### src/rtl/noc_injection_arbiter.sv
// rtl/noc_injection_arbiter.sv - packet-granular round-robin arbiter for one NoC injection port
module noc_injection_arbiter #(
    parameter int NumInputs                = 4,
    parameter int NocDataWidth             = 64,
    parameter int flitTypeSize             = 2,
    parameter int NocVirtualChannelIdWidth = 3,
    parameter int NocBroadcastWidth        = 1
) (
    input  logic                                          m_axis_aclk,
    input  logic                                          m_axis_arstn,
    input  logic [NumInputs*NocDataWidth-1:0]             s_flit_i,
    input  logic [NumInputs*flitTypeSize-1:0]             s_flit_type_i,
    input  logic [NumInputs*NocVirtualChannelIdWidth-1:0] s_vc_i,
    input  logic [NumInputs*NocBroadcastWidth-1:0]        s_broadcast_i,
    input  logic [NumInputs-1:0]                          s_valid_i,
    output logic [NumInputs-1:0]                          s_ready_o,
    output logic [NocDataWidth-1:0]                       network_flit_o,
    output logic [flitTypeSize-1:0]                       network_flit_type_o,
    output logic [NocVirtualChannelIdWidth-1:0]           network_vc_o,
    output logic [NocBroadcastWidth-1:0]                  network_broadcast_o,
    output logic                                          network_valid_o,
    input  logic                                          network_ready_i,
    output logic [NumInputs-1:0]                          grant_o,
    output logic                                          protocol_err_o
);

    localparam int PtrW = (NumInputs > 1) ? $clog2(NumInputs) : 1;

    localparam logic [flitTypeSize-1:0] FlitHeader     = flitTypeSize'(0);
    localparam logic [flitTypeSize-1:0] FlitHeaderTail = flitTypeSize'(3);

    typedef enum logic {
        StIdle,
        StLocked
    } state_t;

    state_t                                state_q, state_d;
    logic [PtrW-1:0]                       ptr_q, ptr_d;
    logic [NumInputs-1:0]                  grant_q, grant_d;
    logic [NocDataWidth-1:0]               flit_q, flit_d;
    logic [flitTypeSize-1:0]               type_q, type_d;
    logic [NocVirtualChannelIdWidth-1:0]   vc_q, vc_d;
    logic [NocBroadcastWidth-1:0]          bc_q, bc_d;
    logic                                  valid_q, valid_d;
    logic                                  err_q, err_d;

    logic [NumInputs-1:0]                  eligible;
    logic [NumInputs-1:0]                  misplaced;
    logic [PtrW-1:0]                       scan_idx;
    logic [PtrW-1:0]                       win_idx;
    logic                                  win_found;
    logic [PtrW-1:0]                       grant_idx;
    logic [PtrW-1:0]                       sel_idx;
    logic [flitTypeSize-1:0]               sel_type;
    logic                                  sel_is_head;
    logic                                  slot_free;
    logic                                  xfer;

    function automatic logic is_head(input logic [flitTypeSize-1:0] t);
        return (t == FlitHeader) || (t == FlitHeaderTail);
    endfunction

    function automatic logic [PtrW-1:0] next_ptr(input logic [PtrW-1:0] idx);
        return (idx == PtrW'(NumInputs - 1)) ? '0 : idx + 1'b1;
    endfunction

    // Classify each source's current flit: header-type may start a packet, body/tail in IDLE is an error
    always_comb begin
        eligible  = '0;
        misplaced = '0;
        for (int i = 0; i < NumInputs; i++) begin
            if (is_head(s_flit_type_i[i*flitTypeSize +: flitTypeSize])) begin
                eligible[i] = s_valid_i[i];
            end else begin
                misplaced[i] = s_valid_i[i];
            end
        end
    end

    // Round-robin scan from the pointer upward with wrap; first eligible source wins
    always_comb begin
        win_found = 1'b0;
        win_idx   = '0;
        scan_idx  = '0;
        for (int k = 0; k < NumInputs; k++) begin
            scan_idx = PtrW'((int'(ptr_q) + k) % NumInputs);
            if (!win_found && eligible[scan_idx]) begin
                win_found = 1'b1;
                win_idx   = scan_idx;
            end
        end
    end

    // Encode the held one-hot grant back to an index and pick the source feeding the output slot
    always_comb begin
        grant_idx = '0;
        for (int i = 0; i < NumInputs; i++) begin
            if (grant_q[i]) begin
                grant_idx = PtrW'(i);
            end
        end
        sel_idx     = (state_q == StIdle) ? win_idx : grant_idx;
        sel_type    = s_flit_type_i[int'(sel_idx)*flitTypeSize +: flitTypeSize];
        sel_is_head = is_head(sel_type);
        slot_free   = !valid_q || network_ready_i;
    end

    // Output decode: ready at most one source; a locked source offering a new header is held off
    always_comb begin
        s_ready_o = '0;
        if (state_q == StIdle) begin
            if (win_found) begin
                s_ready_o[win_idx] = slot_free;
            end
        end else if (!sel_is_head) begin
            s_ready_o[grant_idx] = slot_free;
        end
        xfer = |(s_valid_i & s_ready_o);
    end

    // Next-state: lock on header, release on tail, advance the pointer past the finished packet
    always_comb begin
        state_d = state_q;
        ptr_d   = ptr_q;
        grant_d = grant_q;
        if (xfer) begin
            if (state_q == StIdle) begin
                grant_d = '0;
                grant_d[win_idx] = 1'b1;
                if (sel_type == FlitHeader) begin
                    state_d = StLocked;
                end else begin
                    ptr_d = next_ptr(win_idx);
                end
            end else if (sel_type == flitTypeSize'(2)) begin
                state_d = StIdle;
                ptr_d   = next_ptr(grant_idx);
            end
        end
    end

    // Output register load/drain and sticky protocol-error tracking
    always_comb begin
        flit_d  = flit_q;
        type_d  = type_q;
        vc_d    = vc_q;
        bc_d    = bc_q;
        valid_d = valid_q;
        if (xfer) begin
            flit_d  = s_flit_i[int'(sel_idx)*NocDataWidth +: NocDataWidth];
            type_d  = sel_type;
            vc_d    = s_vc_i[int'(sel_idx)*NocVirtualChannelIdWidth +: NocVirtualChannelIdWidth];
            bc_d    = s_broadcast_i[int'(sel_idx)*NocBroadcastWidth +: NocBroadcastWidth];
            valid_d = 1'b1;
        end else if (network_ready_i) begin
            valid_d = 1'b0;
        end
        err_d = err_q;
        if (state_q == StIdle) begin
            err_d = err_q | (|misplaced);
        end else if (s_valid_i[grant_idx] && sel_is_head) begin
            err_d = 1'b1;
        end
    end

    // State and datapath registers; reset drops any partial packet immediately
    always_ff @(posedge m_axis_aclk or negedge m_axis_arstn) begin
        if (!m_axis_arstn) begin
            state_q <= StIdle;
            ptr_q   <= '0;
            grant_q <= '0;
            flit_q  <= '0;
            type_q  <= '0;
            vc_q    <= '0;
            bc_q    <= '0;
            valid_q <= 1'b0;
            err_q   <= 1'b0;
        end else begin
            state_q <= state_d;
            ptr_q   <= ptr_d;
            grant_q <= grant_d;
            flit_q  <= flit_d;
            type_q  <= type_d;
            vc_q    <= vc_d;
            bc_q    <= bc_d;
            valid_q <= valid_d;
            err_q   <= err_d;
        end
    end

    assign network_flit_o      = flit_q;
    assign network_flit_type_o = type_q;
    assign network_vc_o        = vc_q;
    assign network_broadcast_o = bc_q;
    assign network_valid_o     = valid_q;
    assign grant_o             = grant_q;
    assign protocol_err_o      = err_q;

endmodule
### config.mk
export PLATFORM = sky130hd
export DESIGN_NAME = noc_injection_arbiter
export DESIGN_NICKNAME = d
export VERILOG_FILES = /design/src/rtl/noc_injection_arbiter.sv
export SDC_FILE = /design/constraint.sdc
export NUM_CORES = 1
export LEC_CHECK = 0
export BUFFER_PORTS_ARGS = -buffer_cell sky130_fd_sc_hd__buf_2
export CORE_AREA = 2 2 142 144
export CTS_CLUSTER_SIZE = 12
export DETAILED_ROUTE_END_ITERATION = 8
export DIE_AREA = 0 0 144 146
export GPL_TIMING_DRIVEN = 0
export SKIP_LAST_GASP = 1
export SLEW_MARGIN = 20
export SYNTH_ARGS = -nofsm -noshare
export SYNTH_HDL_FRONTEND = slang
export SYNTH_SLANG_ARGS = --single-unit
### constraint.sdc
create_clock -name m_axis_aclk -period 4 [get_ports m_axis_aclk]
set_input_delay 0.4 -clock m_axis_aclk [delete_from_list [all_inputs] [get_ports m_axis_aclk]]
set_output_delay 0.4 -clock m_axis_aclk [all_outputs]
set_load 0.005 [all_outputs]
==> summary by stage <==
Outcome
The flow ran to the end, and the final reports show no timing, DRC or antenna violations.

Yosys
Counting every instance in the synthesized netlist gives 862. Counting every net in the synthesized netlist gives 1,157. Synthesis instantiated 44 different standard cells from the library. Summing every instance area after synthesis gives 0.005619 sq mm. For this run, the leading register cell type out of synthesis is sky130_fd_sc_hd__dfrtp_1. Averaged over all synthesized cells, the footprint is 6.519 sq um.

The synthesized flop and latch total is between 70 and 80. Counting flops with an async set or reset pin after synthesis yields a share of 1.000. The count of flip-flops with a built-in enable after synthesis is 0.

Of the synthesized area, sequential elements account for 0.3518. During synthesis, Yosys emitted a total of 0 warnings.

Setup path
The worst setup path is of the in -> reg kind. The worst setup path is launched from an input pin. The required arrival time at the worst endpoint is about 4.3 ns. The endpoint of the worst register-to-register path is network_flit_o[16]$_DFFE_PN0P_. The critical path goes through buf_2 -> xnor2_1 -> nand3_1 -> a32oi_1 -> o31a_1 -> clkbuf_1 -> clkbuf_1 -> nand2_1 -> nand3_1 -> o21ai_0 -> o21ai_0. The slowest stage of the critical path belongs to the cell sky130_fd_sc_hd__clkbuf_1. The cell type group with the largest total delay on the critical path is buffers and inverters.

The arrival time of data at the critical path endpoint is 4.06 ns. The delay of the slowest critical-path stage is 0.81 ns. The startpoint identified for the worst register-to-register timing path is ptr_q[0]$_DFFE_PN0P_. Along the worst path, the maximum fanout reaches 10. Setup slack on the worst reg-to-reg path comes out at 0.29 ns. Together, buffers and inverters on the worst path number 3. The kind of end point of the critical path is a flip-flop. The depth of the worst register-to-register path is 9. The number of logic stages on the critical path including buffering is 11.

STA
In this run the tightest slew margin relative to its limit is 0.3435. The minimum hold slack is 0.03377 ns. The setup clock skew after layout is 0.009457 ns. The actual slew at the worst max-slew pin is ~0.98 ns. Setup repair after global routing left no endpoint under its margin.

The final count of pins violating max slew was 0. Setup violations remaining at the end of the flow were counted as 0. The number of endpoints with negative hold slack in the final report is 0. The post-route setup TNS is 0 ns. For this run, the top clock speed supported by timing is 262.8 MHz. The fraction of the cycle the final worst path needs is 0.9513. For the finished layout, the period the worst path requires is between 3 and 4 ns.

Placement
The HPWL reported at the end of detailed placement is 19.72 mm. The count of placed standard cells including taps is 1,493. The quantity of I/O buffers inserted on ports is 365. The routability-driven placement congestion ratio is around 0.84. The instance area at placement is 0.007800 sq mm.

Global route
The initial antenna violation count is 3. The first-pass GRT wire length is roughly 37 mm. Entering global routing, the biggest net connects 41 pins.

Summed over all layers, the global routing overflow is 0. The global-route total usage across every layer is 0.2306. The via count of the first global-routing pass is 7,045.

Cells and area
The repair_antennas step left the layout with diodes totalling 0. The fill cell total of the finished layout is 2,108. The post-route standard cell area excluding fillers is 0.008142 sq mm.

Once layout is complete, the cells apart from fillers number about 1,500. The area growth from synthesis to final layout is 44.89%. At the end of the flow, the number of nets in the layout was 1,536. In the final layout, the share of cells above drive strength 1 is 0.3291.

Drt
The first-pass iteration count of the detailed router is 5. The final routed wire length divided by cell count is 16.52 microns. For this block, the initial DRC count from the detailed router was about 440. Once detail routing completed, the nets flagged for antenna violations numbered 0. In the routed design, unresolved DRC markers number 0. The wire length reported by the detailed router is between 20 and 25 mm.

The via density per instance is between 4 and 5. The routed layout has 7,188 vias.

CTS
The H-tree level count is 3. After clock tree synthesis, the clock-pin slew on the worst setup and hold paths is 0.07 ns. The cell at the root of the clock tree is sky130_fd_sc_hd__clkbuf_16. Buffers inserted during clock tree synthesis total 9. The hold buffer count at CTS is 0. The clock net in this run drives a total of 79 sinks. The TritonCTS clock tree is built.

The insertion delay of the later-clocked pin in the worst-skew pair is about 0.34 ns. The largest buffer count on any clock path is 2.

Power and ir drop
The peak supply drop is 0.3217 mV. Of the total power, combinational logic draws 0.661. In this run the static leakage power is 0.004231 uW. The power per standard cell area is 844.1 mW/mm^2.

For this design the total switching power over the nets is approximately 3600 uW. The switching power share of the total is 0.5183. The sequential group share of total power is 0.210. The completed layout was analyzed and its total power is 6873 uW. The internal power of the cells is 3310 uW.

The share of total power dissipated in the clock network is 0.129.

Floorplanning
The overall die area is 0.02102 sq mm. The chip height is 146 microns. The total I/O pin count is ~370. For this configuration, the core starts out at a cell density of 0.2906. The area of the core is 0.01933 sq mm. The total number of placement rows is 51. The die boundary width is 144 microns.

Job
The tool flagged a number of max-cap violations equal to 0.

Hold path
The min-delay analysis places its worst path in the category in -> async.
-- logic make-up after synthesis --
group / after synthesis / synth area share
and+or+nand+nor: 510 / 0.3627
muxes: 16 / 0.03117
adders and majority gates: 8 / 0.01781
xor gates and xnor gates: 6 / 0.01069
buffers and inverters: 70 / 0.04988
AOI/OAI and AO/OA: 173 / 0.1759
DFF: 79 / 0.3518
-- cell usage in the layout (no fill, tap or decap), types with 3 or more instances in the layout --
cell type                    Yosys  routed
sky130_fd_sc_hd__xnor2_1         3       3
sky130_fd_sc_hd__a21oi_1         6       6
sky130_fd_sc_hd__mux2i_1         7       7
sky130_fd_sc_hd__ha_1            8       8
sky130_fd_sc_hd__dfrtp_1        79      79
sky130_fd_sc_hd__buf_4           0       3
sky130_fd_sc_hd__buf_1           6       6
sky130_fd_sc_hd__nand3_1        71      71
sky130_fd_sc_hd__clkbuf_16       0       9
sky130_fd_sc_hd__inv_1           8       8
sky130_fd_sc_hd__nor2_1        211     211
sky130_fd_sc_hd__buf_2          14     378
sky130_fd_sc_hd__clkinvlp_4      0       3
sky130_fd_sc_hd__nand2_1       216     216
sky130_fd_sc_hd__a22o_1          5       5
sky130_fd_sc_hd__o21ai_0       139     139
sky130_fd_sc_hd__mux2_2          7       7
sky130_fd_sc_hd__nor2b_1         4       4
sky130_fd_sc_hd__clkbuf_1       42      44
-- how the worst max path moves through the flow --
stage,to,startpoint
after floorplan,network_flit_type_o[0]$_DFFE_PN0P_,s_flit_type_i[2]
after global routing,network_flit_o[16]$_DFFE_PN0P_,s_flit_type_i[0]
after CTS,network_flit_type_o[0]$_DFFE_PN0P_,ptr_q[1]$_DFFE_PN0P_
final,network_flit_o[16]$_DFFE_PN0P_,s_flit_type_i[0]
after global placement,network_flit_type_o[0]$_DFFE_PN0P_,s_flit_type_i[2]
after detailed placement,network_flit_type_o[0]$_DFFE_PN0P_,s_flit_type_i[1]
-- power groups by stage --
stage,combinational [uW],sequential (uW),clock [uW]
2_1_floorplan,2680,1470,0
3_3_place_gp,4520,1440,0
3_5_place_dp,4560,1450,0
4_1_cts,4580,1450,907
5_1_grt,5170,1490,942
6_report,4540,1440,888
-- state kept, by name, indices dropped and copies added (netlist names), 2 cells and up --
signal and cells:
network_vc_o 3, ptr_q 2, network_flit_o 64, grant_o 4, network_flit_type_o 2
-- synth_stat cells, types with 3 or more instances --
| library cell | instances | share of area |
|---|---|---|
| sky130_fd_sc_hd__inv_1 | 8 | 0.0053 |
| sky130_fd_sc_hd__a21oi_1 | 6 | 0.0053 |
| sky130_fd_sc_hd__a22o_1 | 5 | 0.0078 |
| sky130_fd_sc_hd__dfrtp_1 | 79 | 0.35 |
| sky130_fd_sc_hd__nor2_1 | 211 | 0.14 |
| sky130_fd_sc_hd__buf_1 | 6 | 0.0040 |
| sky130_fd_sc_hd__nor2b_1 | 4 | 0.0045 |
| sky130_fd_sc_hd__buf_2 | 14 | 0.012 |
| sky130_fd_sc_hd__o21ai_0 | 139 | 0.12 |
| sky130_fd_sc_hd__clkbuf_1 | 42 | 0.028 |
| sky130_fd_sc_hd__nand3_1 | 71 | 0.063 |
| sky130_fd_sc_hd__nand2_1 | 216 | 0.14 |
| sky130_fd_sc_hd__ha_1 | 8 | 0.018 |
| sky130_fd_sc_hd__mux2i_1 | 7 | 0.012 |
| sky130_fd_sc_hd__xnor2_1 | 3 | 0.0047 |
| sky130_fd_sc_hd__mux2_2 | 7 | 0.014 |
-- area by class of cell --
type / instances / area (sq um) / area share
Multi-Input combinational cell: 713 / 3373 / 0.4143
Clock buffer: 11 / 232.7 / 0.02858
Inverter: 8 / 30.03 / 0.003688
Buffer: 62 / 250.2 / 0.03074
Timing Repair Buffer: 368 / 1864 / 0.2290
Clock inverter: 5 / 82.58 / 0.01014
Sequential cell: 79 / 1977 / 0.2428
Tap cell: 265 / 331.6 / 0.04073
-- metal layers --
layer  part of all wire  GRT usage  vias up
met5            0.00092          0        -
met4              0.023    0.07647        4
met3              0.069    0.04870       42
met2               0.50     0.4069      301
met1               0.41     0.2763     3238
li1                   -          -     3603
-- metrics by stage --
stage	utilization	worst slack, ns
after floorplan	-	0.8789
after CTS	0.4203	0.1246
after global routing	0.4211	0.04051
after global placement	0.4023	-0.3859
after detailed placement	0.4034	-0.4603
final	0.4211	0.1950
-- what timing repair did --
action	CTS	global route
buffers inserted	0	2
setup endpoints to repair	1	1
gates resized for setup	1	0
Power figures use the tool's default switching activity.
